## config.mk

```make
export PLATFORM = sky130hd
export DESIGN_NAME = dft_sequencer
export DESIGN_NICKNAME = d
export VERILOG_FILES = /design/src/rtl/dft_sequencer.sv
export SDC_FILE = /design/constraint.sdc
export NUM_CORES = 1
export LEC_CHECK = 0
export ABC_AREA = 1
export BUFFER_PORTS_ARGS = -buffer_cell sky130_fd_sc_hd__buf_2
export CORE_ASPECT_RATIO = 1.4
export CORE_UTILIZATION = 59
export CTS_BUF_LIST = sky130_fd_sc_hd__clkbuf_16
export CTS_CLUSTER_SIZE = 16
export DETAILED_ROUTE_END_ITERATION = 7
export PLACE_DENSITY = 0.83
export SYNTH_ARGS = -nofsm -noshare
export SYNTH_HDL_FRONTEND = slang
export SYNTH_SLANG_ARGS = --single-unit
export TNS_END_PERCENT = 10
```

## constraint.sdc

```tcl
create_clock -name clk -period 3.8 [get_ports clk]
set_input_delay 0.38 -clock clk [delete_from_list [all_inputs] [get_ports clk]]
set_output_delay 0.38 -clock clk [all_outputs]
set_load 0.01 [all_outputs]
```

## src/rtl/dft_sequencer.sv

```systemverilog
// dft_sequencer: frame controller for the 16-lane DFT multiply-accumulate
// datapath. It captures one frame of time samples over a valid/ready
// handshake, then walks every harmonic group across every time index. Each
// step is a fixed multiply window, then an add window, then one accumulator
// write. All outputs except cap_we are registered.
module dft_sequencer #(
  parameter int N_SAMPLES = 128,
  parameter int N_LANES   = 16,
  parameter int MUL_LAT   = 4,
  parameter int ADD_LAT   = 5,
  localparam int N_GROUPS = N_SAMPLES / N_LANES,
  localparam int AW       = $clog2(N_SAMPLES),
  localparam int GW       = $clog2(N_GROUPS),
  localparam int LW       = $clog2(N_LANES),
  localparam int MAX_LAT  = (MUL_LAT > ADD_LAT) ? MUL_LAT : ADD_LAT,
  localparam int CW       = $clog2(MAX_LAT + 1)
) (
  input  logic          clk,
  input  logic          n_reset,
  input  logic          start,
  input  logic          abort,
  input  logic          sample_valid,
  output logic          sample_ready,
  output logic          cap_we,
  output logic [AW-1:0] cap_addr,
  output logic [GW-1:0] bank,
  output logic [AW-1:0] time_idx,
  output logic          mul_en,
  output logic          add_en,
  output logic          acc_clear,
  output logic          acc_we,
  output logic [AW-1:0] acc_base,
  output logic          busy,
  output logic          done
);

  typedef enum logic [2:0] {
    S_IDLE,
    S_CAPTURE,
    S_MUL,
    S_ADD,
    S_WRITE,
    S_DONE
  } state_t;

  state_t        state, state_d;
  logic [CW-1:0] cnt, cnt_d;
  logic [AW-1:0] cap_addr_d, time_idx_d, acc_base_d;
  logic [GW-1:0] bank_d;
  logic          sample_ready_d, mul_en_d, add_en_d, acc_clear_d;
  logic          acc_we_d, busy_d, done_d;

  // The only combinational output: a sample is written when both sides agree.
  assign cap_we = sample_valid & sample_ready;

  // State, counters and registered outputs.
  // NOTE: sequential state uses non-blocking (<=) so every register samples
  // the pre-edge values; blocking here would create order-dependent logic.
  always_ff @(posedge clk or negedge n_reset) begin
    if (!n_reset) begin
      state        <= S_IDLE;
      cnt          <= '0;
      cap_addr     <= '0;
      bank         <= '0;
      time_idx     <= '0;
      acc_base     <= '0;
      sample_ready <= 1'b0;
      mul_en       <= 1'b0;
      add_en       <= 1'b0;
      acc_clear    <= 1'b0;
      acc_we       <= 1'b0;
      busy         <= 1'b0;
      done         <= 1'b0;
    end else begin
      state        <= state_d;
      cnt          <= cnt_d;
      cap_addr     <= cap_addr_d;
      bank         <= bank_d;
      time_idx     <= time_idx_d;
      acc_base     <= acc_base_d;
      sample_ready <= sample_ready_d;
      mul_en       <= mul_en_d;
      add_en       <= add_en_d;
      acc_clear    <= acc_clear_d;
      acc_we       <= acc_we_d;
      busy         <= busy_d;
      done         <= done_d;
    end
  end

  // Next-state and counter sequencing. The registered outputs are decoded
  // from the next state so that they line up with the state they describe.
  // NOTE: every signal gets a default first so no path leaves a value
  // unassigned, which would infer a latch.
  always_comb begin
    state_d    = state;
    cnt_d      = cnt;
    cap_addr_d = cap_addr;
    bank_d     = bank;
    time_idx_d = time_idx;

    unique case (state)
      S_IDLE: begin
        if (start && !abort) begin
          state_d    = S_CAPTURE;
          cap_addr_d = '0;
        end
      end
      S_CAPTURE: begin
        if (cap_we) begin
          cap_addr_d = cap_addr + AW'(1);
          if (cap_addr == AW'(N_SAMPLES - 1)) begin
            state_d    = S_MUL;
            bank_d     = '0;
            time_idx_d = '0;
            cnt_d      = '0;
          end
        end
      end
      S_MUL: begin
        if (cnt == CW'(MUL_LAT - 1)) begin
          state_d = S_ADD;
          cnt_d   = '0;
        end else begin
          cnt_d = cnt + CW'(1);
        end
      end
      S_ADD: begin
        if (cnt == CW'(ADD_LAT - 1)) begin
          state_d = S_WRITE;
          cnt_d   = '0;
        end else begin
          cnt_d = cnt + CW'(1);
        end
      end
      S_WRITE: begin
        cnt_d = '0;
        if (time_idx != AW'(N_SAMPLES - 1)) begin
          time_idx_d = time_idx + AW'(1);
          state_d    = S_MUL;
        end else if (bank != GW'(N_GROUPS - 1)) begin
          time_idx_d = '0;
          bank_d     = bank + GW'(1);
          state_d    = S_MUL;
        end else begin
          state_d = S_DONE;
        end
      end
      S_DONE: begin
        state_d    = S_IDLE;
        bank_d     = '0;
        time_idx_d = '0;
      end
      default: state_d = S_IDLE;
    endcase

    // Cancel wins over any sequencing decided above; the current cycle's
    // registered strobes (including an acc_we) still complete.
    if (abort && state != S_IDLE) begin
      state_d    = S_IDLE;
      cnt_d      = '0;
      cap_addr_d = '0;
      bank_d     = '0;
      time_idx_d = '0;
    end

    sample_ready_d = (state_d == S_CAPTURE);
    mul_en_d       = (state_d == S_MUL);
    add_en_d       = (state_d == S_ADD);
    acc_clear_d    = (state_d == S_ADD) && (time_idx_d == '0);
    acc_we_d       = (state_d == S_WRITE);
    done_d         = (state_d == S_DONE);
    busy_d         = (state_d != S_IDLE);
    acc_base_d     = {bank_d, {LW{1'b0}}};
  end

endmodule

```

== Word-level counts from Yosys, hierarchy flattened ==
Index checks and enable logic that the tools add are counted.

* Bits in registers: 30
* Bits of input ports: 5
* Output and inout port bits: 32
* Logic and storage cells: 80

* Add/sub/neg operators: 4
* Equality and inequality tests: 20
* Mux-type cells: 29
* Bitwise logic cells: 1
* Reductions and logical operators: 14

{| class="wikitable"
|+ Operators by type and width
! cell !! count
|-
| 2-to-1 mux 7 bit || 8
|-
| 2-to-1 mux 3 bit || 16
|-
| one-hot mux 7 bit (3 select lines) || 1
|-
| inequality test 3 bit, second input constant || 6
|-
| equality test 3 x 2 -> 1 bit, second input constant || 5
|-
| equality test 3 bit, second input constant || 5
|-
| one-hot mux 3 bit (5 select lines) || 1
|-
| adder 7 x 1 -> 7 bit, second input constant || 2
|-
| one-hot mux 7 bit (2 select lines) || 1
|-
| one-hot mux 3 bit (4 select lines) || 1
|-
| one-hot mux 3 bit (3 select lines) || 1
|-
| nonzero test 3 bit || 3
|-
| equality test 7 bit, second input constant || 1
|-
| zero test 7 bit || 1
|-
| inequality test 7 bit, second input constant || 1
|-
| adder 3 x 1 -> 3 bit, second input constant || 2
|-
| equality test 3 x 1 -> 1 bit, second input constant || 2
|-
| AND reduction 3 bit || 2
|-
| AND reduction 5 bit || 1
|-
| nonzero test 5 bit || 1
|-
| nonzero test 4 bit || 1
|-
| logical AND 1 bit || 3
|-
| zero test 3 bit || 1
|-
| bitwise AND 1 bit || 1
|-
| zero test 1 bit || 1
|}

== Longest topological paths before layout ==
Gate-level depths: netlist of the first run.

* Depth in word-level cells: 7
* Mapped depth: 13
* Mapped depth without buffers: 13

== Worst setup path before layout of the first run ==
No wires, ideal clock.

* Path type: flip-flop to flip-flop
* Start point: register cap_addr[0]
* End point: register acc_clear
* Setup time: 0.071 ns
* Arrival time: 1.521 ns
* Required time: 3.729 ns
* Setup slack: 2.208 ns
* Cell stages (with the launch flop): 12
* Path buffers: 0
* Period minus slack after synthesis: 1.592 ns
* Cell sequence: dfrtp_1 ha_1 nand3_1 inv_1 nand3_1 nand2_2 nand2_1 nand2_1 nand2_1 o21ai_0 nand2_1 nor2_1

* Cells in the longest elaborated chain, start to end: 7
* Elaborated cells on any way between the ends: 12
* Those cells by class: 2 x eq/ne; 8 x mux; 2 x reduce/logical

{| class="wikitable"
|+ Ends and longest elaborated chain
! what !! RTL line !! RTL
|-
| from (decl) || 25 || <nowiki>output logic [AW-1:0] cap_addr,</nowiki>
|-
| from (signal assigned) || 77 || <nowiki>cap_addr <= cap_addr_d;</nowiki>
|-
| equality test 7 bit (*) || 112 || <nowiki>if (cap_addr == AW'(N_SAMPLES - 1)) begin</nowiki>
|-
| 2-to-1 mux 3 bit / 2-to-1 mux 7 bit (equally long branches) || 112 ||
|-
| 2-to-1 mux 3 bit / 2-to-1 mux 7 bit (equally long branches) || 110 || <nowiki>if (cap_we) begin</nowiki>
|-
| one-hot mux 3 bit (5 select lines) / one-hot mux 7 bit (3 select lines) (equally long branches) || 102 || <nowiki>unique case (state)</nowiki>
|-
| 2-to-1 mux 3 bit / 2-to-1 mux 7 bit (equally long branches) || 159 || <nowiki>if (abort && state != S_IDLE) begin</nowiki>
|-
| equality test 3 x 2 -> 1 bit / zero test 7 bit (equally long branches) || 170 || <nowiki>acc_clear_d = (state_d == S_ADD) && (time_idx_d == '0);</nowiki>
|-
| logical AND 1 bit (*) || 170 ||
|-
| net acc_clear_d || 50 || <nowiki>logic sample_ready_d, mul_en_d, add_en_d, acc_clear_d;</nowiki>
|-
| to (signal assigned) || 84 || <nowiki>acc_clear <= acc_clear_d;</nowiki>
|-
| to (decl) || 30 || <nowiki>output logic acc_clear,</nowiki>
|}

Mark *: on every way through the listed nets, which the timed path passes. The rest lies on a longest branch.
A chain may end at the register's enable or synchronous reset.

== Final worst setup path of the first run ==
Same ends and word-level chain as after synthesis.

==> out/results.ini, run 1 <==
[timing]
relSlewSlack_pct = 55.15
final.min_clock_period_ps = 1911
max_freq_mhz = 523.4
tightest_slew_ps = 672.7
fin_ws_ps = 1889
setup_violations = 0
hold_violations = 0
fin_worst_skew_ps = 2.921
grt_setup_unrepaired = no
fin_crit_sh_pct = 50.28
slew_viol_final = 0
fin_setup_tns_ps = 0

[critical_path]
required_ps = 4010
arrival_ps = 2120
r2r_cells = 11
crit_slowest_cell = dfrtp_1
path_class = flip-flop to flip-flop
cp_cell_sequence = ha_1, nand3_1, inv_1, nand3_1, nand2_2, nand2_1, nand2_1, nand2_1, o21ai_0, nand2_1, nor2_1
cp-start-kind = flip-flop
end_kind = flip-flop
max_stage_delay_ps = 360
crit_top_cell = nand2_1
path_max_fanout = 5

[synth]
netlist_area_sq_um = 1879
synth_common_cells = nand2_1 (67), inv_1 (32), dfrtp_1 (30)
synth_flop_cell = dfrtp_1
postSynth.asyncResetShare_pct = 100.0
ys_ff_latch = 30
synth_top_area_share_pct = 39.95
syn_avg_cell_area_sq_um = 7.609
yosysMostFrequentCell = nand2_1
synth_edf_count = 0
ys_seq_area_share_pct = 39.95
yosysUniqueCellTypes = 29
netlist_instances = 247
ys_warn_count = 0
synth_top_area_cell = dfrtp_1
ys_top_cells_by_area = dfrtp_1 (40%), nand2_1 (13%), inv_1 (6.4%), ha_1 (5.3%), nand3_1 (5.3%)

[routing]
routed_wl_um = 3942
dr.max_layer_used = met4
final_antenna_net_count = 0
dr_wl_met2_um = 2086
wire_per_inst_um = 12.36
drc = 0
first_iter_violations = 78
vias_per_cell = 5.223
first_pass_iters = 4
num_vias = 1666
routed-wl-met3_um = 194
wl_met1_um = 1574

[cts]
clk_pin_slew_worst_paths_ps = 50
clock_latency_ps = 270
cts_tree = yes
cts.htree.levels = 2
cts_resized = 0
clock_tree.root_cell = clkbuf_16
cts_buffer_depth = 2
cts_buffers = 5
post_cts_buffers = 0
numClockSinks = 30
hold_buffers = 0

[grt]
grt_pass1_vias = 1522
grt_max_degree = 31
antenna_found_initial = 0
grt-ovfl-total = 0
grt_first_pass_wirelength_um = 6430
grt_use_total_pct = 25.69

[final_layout]
final_layout_size_suffix_gt1_share_pct = 23.05
final_net_count = 294
antennaDiodeCount = 0
fin_area_sq_um = 2181
syn_to_final_growth_pct = 16.05
post-route-util_pct = 74.30

[pwr]
ir_drop_mv = 0.4656
p_leak_nw = 1.186
fin_total_pwr_mw = 1.066
power_density_nw_per_um2 = 488.9

[die]
die_x_um = 49.70
initial_utilization_pct = 64.02
dieHeight_um = 68.78
io-pin-count = 37
core_region_area_sq_um = 2935
placementRows = 23
dieArea_sq_um = 3418

[placement]
gp_congestion = 0.9787
dpl_cell_area_sq_um = 2039
preCtsSetupSlack_ps = 1919
io_buffers = 32
dpl.hpwl_um = 3014

[min_path]
hp-class = input port to async pin

[run]
maxCapViolCount = 0

[outcome]
status = completed

final cells by class:
class	count	area (sq um)
clock buffer	5	125.1
tap	37	46.29
clock inverter	3	16.27
inverter	41	161.4
multi-input combinational	171	920.9
timing repair buffer	32	160.2
sequential	30	750.7
fill	243	754.5
cell usage in the layout (no fill, tap or decap), types with 5 or more instances in the layout:
| cell | netlist | routed |
|---|---|---|
| nor2_1 | 18 | 18 |
| o21ai_0 | 10 | 10 |
| inv_2 | 7 | 7 |
| clkbuf_16 | 0 | 5 |
| ha_1 | 8 | 8 |
| inv_1 | 32 | 32 |
| nand3_1 | 20 | 20 |
| nand2_1 | 67 | 67 |
| a21oi_1 | 14 | 14 |
| dfrtp_1 | 30 | 30 |
| buf_2 | 1 | 32 |
critical path: cells and delay by family (launching register included):
family                     cells  cell delay [ps]
buffers and inverters          1               90
AOI/OAI and AO/OA              1              230
DFF                            1              360
adders and majority gates      1              200
and+or+nand+nor                8              950
metrics by stage:
stage / hold slack, ps / cells
2_1_floorplan: 84.41 / 250
3_3_place_gp: 448.0 / 311
3_5_place_dp: 448.8 / 311
4_1_cts: 158.6 / 319
5_1_grt: 195.4 / 319
6_report: 139.9 / 319
sequential cells by signal, indices dropped and copies added, names as in the netlist:
name	flops
done	1
add_en	1
cap_addr	7
time_idx	7
cnt	3
busy	1
sample_ready	1
acc_we	1
acc_base	3
acc_clear	1
state	3
mul_en	1
kinds of logic (layout without fill, tap and decap cells):
| kind of cell | count (synthesis) | count (layout) | synth area share, % |
|---|---|---|---|
| fa+ha+maj | 8 | 8 | 5.326 |
| other cells | 1 | 4 | 0.1995 |
| flops | 30 | 30 | 39.95 |
| compound gates | 31 | 31 | 9.254 |
| xor+xnor | 1 | 1 | 0.4661 |
| buf+inv | 49 | 81 | 11.65 |
| simple gates | 127 | 127 | 33.16 |
layer usage:
metal / vias up / GRT usage [%]
met4: 0 / 12.14
met3: 10 / 6.140
met1: 759 / 27.02
met2: 56 / 48.14
met5: - / 0
li1: 841 / -
power breakdown:
group          internal, mW  total, mW  switching (mW)
registers             0.344      0.364          0.0205
logic                0.0943      0.328           0.234
clock network         0.238      0.374           0.135
path summary, 6_finish.rpt:
check	from	slack [ps]	to
setup / recovery	cap_addr[0]	1890	acc_clear
hold / removal	n_reset	140	cnt[0]
setup reg to reg	cap_addr[0]	1890	acc_clear
hold reg to reg	cap_addr[6]	550	cap_addr[6]
max in group asynchronous	n_reset	3220	busy
min in group clk	abort	530	acc_base[6]
Power figures use the tool's default switching activity.
==> inputs of run 2 (changes only) <==
--- a/config.mk
+++ b/config.mk
@@ -8,11 +8,11 @@
 export ABC_AREA = 1
 export BUFFER_PORTS_ARGS = -buffer_cell sky130_fd_sc_hd__buf_2
 export CORE_ASPECT_RATIO = 1.4
-export CORE_UTILIZATION = 59
+export CORE_UTILIZATION = 49
 export CTS_BUF_LIST = sky130_fd_sc_hd__clkbuf_16
 export CTS_CLUSTER_SIZE = 16
 export DETAILED_ROUTE_END_ITERATION = 7
-export PLACE_DENSITY = 0.83
+export PLACE_DENSITY = 0.73
 export SYNTH_ARGS = -nofsm -noshare
 export SYNTH_HDL_FRONTEND = slang
 export SYNTH_SLANG_ARGS = --single-unit
==> constraint.sdc (replaced) <==
create_clock -name clk -period 1.55 [get_ports clk]
set_input_delay 0.155 -clock clk [delete_from_list [all_inputs] [get_ports clk]]
set_output_delay 0.155 -clock clk [all_outputs]
set_load 0.01 [all_outputs]
==> out/results.ini, run 2 (same netlist as run 1, synthesis figures left out) <==
[cts]
cts_buffers = 5
clock_tree.root_cell = clkbuf_16
cts.htree.levels = 2
cts_buffer_depth = 2
cts_tree = yes
numClockSinks = 30
clock_latency_ps = 280
clk_pin_slew_worst_paths_ps = 50

[placement]
dpl_cell_area_sq_um = 2286
preCtsSetupSlack_ps = -121.5
io_buffers = 32
gp_congestion = 0.8793
dpl.hpwl_um = 3237

[routing]
first_pass_iters = 4
first_iter_violations = 56
num_vias = 1833
vias_per_cell = 5.050
routed_wl_um = 4599
final_antenna_net_count = 0
wire_per_inst_um = 12.67
drc = 0

[grt]
grt_pass1_vias = 1611
grt_first_pass_wirelength_um = 6893
grt_use_total_pct = 24.29
gr-usage-met1_pct = 27.01
grt-ovfl-total = 0
grt_use_met2_pct = 42.95
grt_busiest_layer = met2
grt_max_degree = 31
antenna_found_initial = 0
grt.met3_usage_pct = 6.465

[critical_path]
reg2reg_to = acc_clear
path_max_fanout = 7
cp-start-kind = flip-flop
endpoint = acc_clear
end_kind = flip-flop
required_ps = 1760
r2r-start = state[1]
startpoint = state[1]
r2r_cells = 7
arrival_ps = 1830
path_class = flip-flop to flip-flop
ff2ff_setup_slack_ps = -70

[die]
die_x_um = 54.34
io-pin-count = 37
core_region_area_sq_um = 3643
placementRows = 26
initial_utilization_pct = 51.58
dieArea_sq_um = 4090
dieHeight_um = 75.28

[outcome]
status = complete, but fails checks
violations = negative setup slack

[pwr]
ir_drop_mv = 1.367
p_leak_nw = 1.412
power_density_nw_per_um2 = 1217

[timing]
setup_violations = 3
final.min_clock_period_ps = 1618
slew_viol_final = 0
fin_ws_ps = -68.03
max_freq_mhz = 618.0
hold_violations = 0
fin_worst_skew_ps = 7.960
tightest_slew_ps = 659.1
relSlewSlack_pct = 56.06
fin_setup_tns_ps = -108.6
grt_setup_unrepaired = yes
fin_crit_sh_pct = 104.4

[final_layout]
multi_input_area_sq_um = 1091
final_cell_mix = nand2_1 (55), buf_4 (36), buf_2 (32)
fin_area_sq_um = 2721
antennaDiodeCount = 0
regArea_sq_um = 757.0
final_net_count = 333
layout_commonest_cell = nand2_1
fillerInstances = 269
reg.largest.list = cap_addr: 7 flops, time_idx: 7 flops
final_layout_size_suffix_gt1_share_pct = 44.24
syn_to_final_growth_pct = 44.81

[min_path]
hp-start = abort
hp-class = input port to flip-flop

[run]
maxCapViolCount = 0

[run 2: critical path, cell delays in order, from the launching register on]
cell and delay, ps:
dfrtp_2 490, nor3_4 340, inv_2 130, o211ai_2 190, nand2_2 120, nor2_4 150
nand2_1 60, nor2_1 90
[run 2: how the worst min path moves through the flow]
stage	endpoint	slack, ps	cells after the start
after CTS	mul_en	350	6
after global routing	cap_addr[6]	390	5
after detailed placement	time_idx[6]	240	1
final	cnt[2]	360	4
after floorplan	acc_base[4]	-140	0
after global placement	time_idx[6]	220	1
[run 2: per-layer routing]
layer,up-vias,part of all wire [%]
met2,43,54
met1,858,39
met4,0,3.2
met5,-,0
met3,11,3.8
li1,921,-
[run 2: final cells by class]
type | instances | share of cell area (%)
timing repair buffer | 71 | 17.01
multi-input combinational | 171 | 40.09
clock inverter | 3 | 2.345
inverter | 41 | 6.207
tap | 42 | 1.931
clock buffer | 5 | 4.598
sequential | 30 | 27.82
[run 2: through the flow]
step | std cells | power, mW | hold WS, ps | util, %
after floorplan | 250 | 1.506 | -140.6 | -
after global placement | 347 | 1.823 | 220.0 | 62.74
after detailed placement | 347 | 1.837 | 237.0 | 62.74
after CTS | 357 | 3.156 | 352.0 | 69.23
after global routing | 363 | 3.458 | 386.3 | 74.69
final | 363 | 3.313 | 363.0 | 74.69
[run 2: what timing repair did]
item,in CTS,in global routing
hold buffers,1,0
pin swaps,1,9
buffers inserted,1,6
gates cloned,0,0
hold endpoints to repair,30,0
resized for setup,11,47
setup endpoints to repair,14,23
[run 2: power by group]
group,internal [mW],switching (mW),total (mW)
Clock,0.913,0.332,1.25
Sequential,0.846,0.0722,0.918
Combinational,0.430,0.720,1.15
Total,2.19,1.12,3.31
==> inputs of run 3 (changes only) <==
--- a/config.mk
+++ b/config.mk
@@ -8,11 +8,12 @@
 export ABC_AREA = 1
 export BUFFER_PORTS_ARGS = -buffer_cell sky130_fd_sc_hd__buf_2
 export CORE_ASPECT_RATIO = 1.4
-export CORE_UTILIZATION = 49
+export CORE_UTILIZATION = 59
 export CTS_BUF_LIST = sky130_fd_sc_hd__clkbuf_16
 export CTS_CLUSTER_SIZE = 16
 export DETAILED_ROUTE_END_ITERATION = 7
-export PLACE_DENSITY = 0.73
+export PLACE_DENSITY = 0.83
+export REMOVE_ABC_BUFFERS = 1
 export SYNTH_ARGS = -nofsm -noshare
 export SYNTH_HDL_FRONTEND = slang
 export SYNTH_SLANG_ARGS = --single-unit
==> constraint.sdc (replaced) <==
create_clock -name clk -period 2.1 [get_ports clk]
set_input_delay 0.21 -clock clk [delete_from_list [all_inputs] [get_ports clk]]
set_output_delay 0.21 -clock clk [all_outputs]
set_load 0.01 [all_outputs]
==> out/results.ini, run 3 (same netlist as run 1, synthesis figures left out) <==
[outcome]
status = completed

[timing]
final.min_clock_period_ps = 1858
setup_violations = 0
fin_ws_ps = 242.2
fin_crit_sh_pct = 88.47
grt_setup_unrepaired = no
fin_worst_skew_ps = 3.477
slew_viol_final = 0
tightest_slew_ps = 680.6
fin_setup_tns_ps = 0
relSlewSlack_pct = 54.62
max_freq_mhz = 538.3
timing.hold.ws_ps = 343.6
hold_violations = 0

[routing]
routed_wl_um = 4061
final_antenna_net_count = 0
drc = 0
num_vias = 1681
first_iter_violations = 43
wire_per_inst_um = 12.73
vias_per_cell = 5.270
first_pass_iters = 4

[cts]
cts_tree = yes
cts_buffer_depth = 2
clock_tree.root_cell = clkbuf_16
cts_buffers = 5
post_cts_buffers = 0
numClockSinks = 30
clk_pin_slew_worst_paths_ps = 50
cts.htree.levels = 2
clock_latency_ps = 280

[critical_path]
path_max_fanout = 5
endpoint = acc_clear
required_ps = 2310
crit_top_cell = nand2_1
max_stage_delay_ps = 360
r2r-start = cap_addr[0]
arrival_ps = 2070
startpoint = cap_addr[0]
cp_cell_sequence = ha_1, nand3_1, inv_1, nand3_1, nand2_2, nand2_2, nand2_1, nand2_1, o21ai_0, nand2_1, nor2_1
r2r_cells = 11
cp_num_cells = 11
reg2reg_to = acc_clear
crit_slowest_cell = dfrtp_1
cp_top_family = simple AND/OR/NAND/NOR gates
end_kind = flip-flop
worstPathBufferInverterCount = 1
path_class = flip-flop to flip-flop
ff2ff_setup_slack_ps = 240
cp-start-kind = flip-flop

[pwr]
fin_total_pwr_mw = 1.935
p_leak_nw = 1.192
power_density_nw_per_um2 = 884.5
ir_drop_mv = 0.7926

[grt]
antenna_found_initial = 0
grt_pass1_vias = 1580
grt-ovfl-total = 0
grt_first_pass_wirelength_um = 6610
grt_max_degree = 31
grt_use_total_pct = 27.26

[final_layout]
final_cell_mix = nand2_1 (66), inv_1 (32), buf_2 (32)
antennaDiodeCount = 0
final_cell_count_no_fill = 319
fillerInstances = 229
regArea_sq_um = 750.7
reg.largest.list = cap_addr: 7 flops, time_idx: 7 flops
multi_input_area_sq_um = 923.4
post-route-util_pct = 74.51
layout_commonest_cell = nand2_1
fin_area_sq_um = 2187
final_net_count = 295
final_layout_size_suffix_gt1_share_pct = 23.40
syn_to_final_growth_pct = 16.38

[min_path]
hp-class = input port to flip-flop

[die]
core_region_area_sq_um = 2935
placementRows = 23
dieHeight_um = 68.78
initial_utilization_pct = 64.02
dieArea_sq_um = 3418
io-pin-count = 37
die_x_um = 49.70

[run]
maxCapViolCount = 0

[placement]
dpl_cell_area_sq_um = 2039
gp_congestion = 0.9705
io_buffers = 32
placed_cells = 311
dpl.hpwl_um = 3087
preCtsSetupSlack_ps = 206.6

run 3: cell count changes in the layout (fill, tap and decap cells not counted), moves of 4 or more:
cell     delta
nor2_1      +4
buf_4      -36
nand2_1    +11
nand3_1     +4
o21ai_0     +6
nor2_4      -4
inv_1       +5
dfrtp_2     -5
dfrtp_1     +5
nand2_2     -9
run 3: worst min path at each step:
| stage | startpoint | end | slack [ps] | cells past startpoint |
|---|---|---|---|---|
| floorplan | n_reset | acc_base[4] | -90 | 0 |
| global placement | n_reset | cnt[0] | 280 | 1 |
| detailed placement | n_reset | cnt[0] | 280 | 1 |
| CTS | abort | acc_base[6] | 340 | 4 |
| global route | abort | acc_base[6] | 360 | 4 |
| finish | abort | acc_base[6] | 340 | 4 |
run 3: tightest hold or removal path: stages:
cell	delay, ps
buf_2	170
nor2_4	80
nand2_1	40
o21ai_0	70
run 3: per-layer routing:
metal  part of all wire, %  GRT usage [%]  routed length [um]  vias to the layer above
met2                    56          51.69                2254                       43
met4                   2.6          18.21                 106                        0
met1                    38          25.35                1539                      792
met3                   3.9          7.675                 160                        8
met5                     0              0                   0                        -
li1                      -              -                   -                      838
run 3: final cells by class:
cell class / instances / share of cell area (%)
timing repair buffer: 33 / 7.780
clock buffer: 5 / 5.721
clock inverter: 2 / 0.4577
multi-input combinational: 171 / 42.22
sequential: 30 / 34.32
inverter: 41 / 7.380
tap: 37 / 2.117
run 3: repair_timing:
item	CTS	global route
gates resized for setup	0	1
hold buffers	1	0
endpoints found under the setup margin	0	1
hold endpoints to repair	30	0
run 3: power breakdown:
group	switching (mW)	internal (mW)	total [mW]
Combinational	0.429	0.175	0.604
Clock	0.242	0.426	0.668
Sequential	0.0403	0.622	0.663
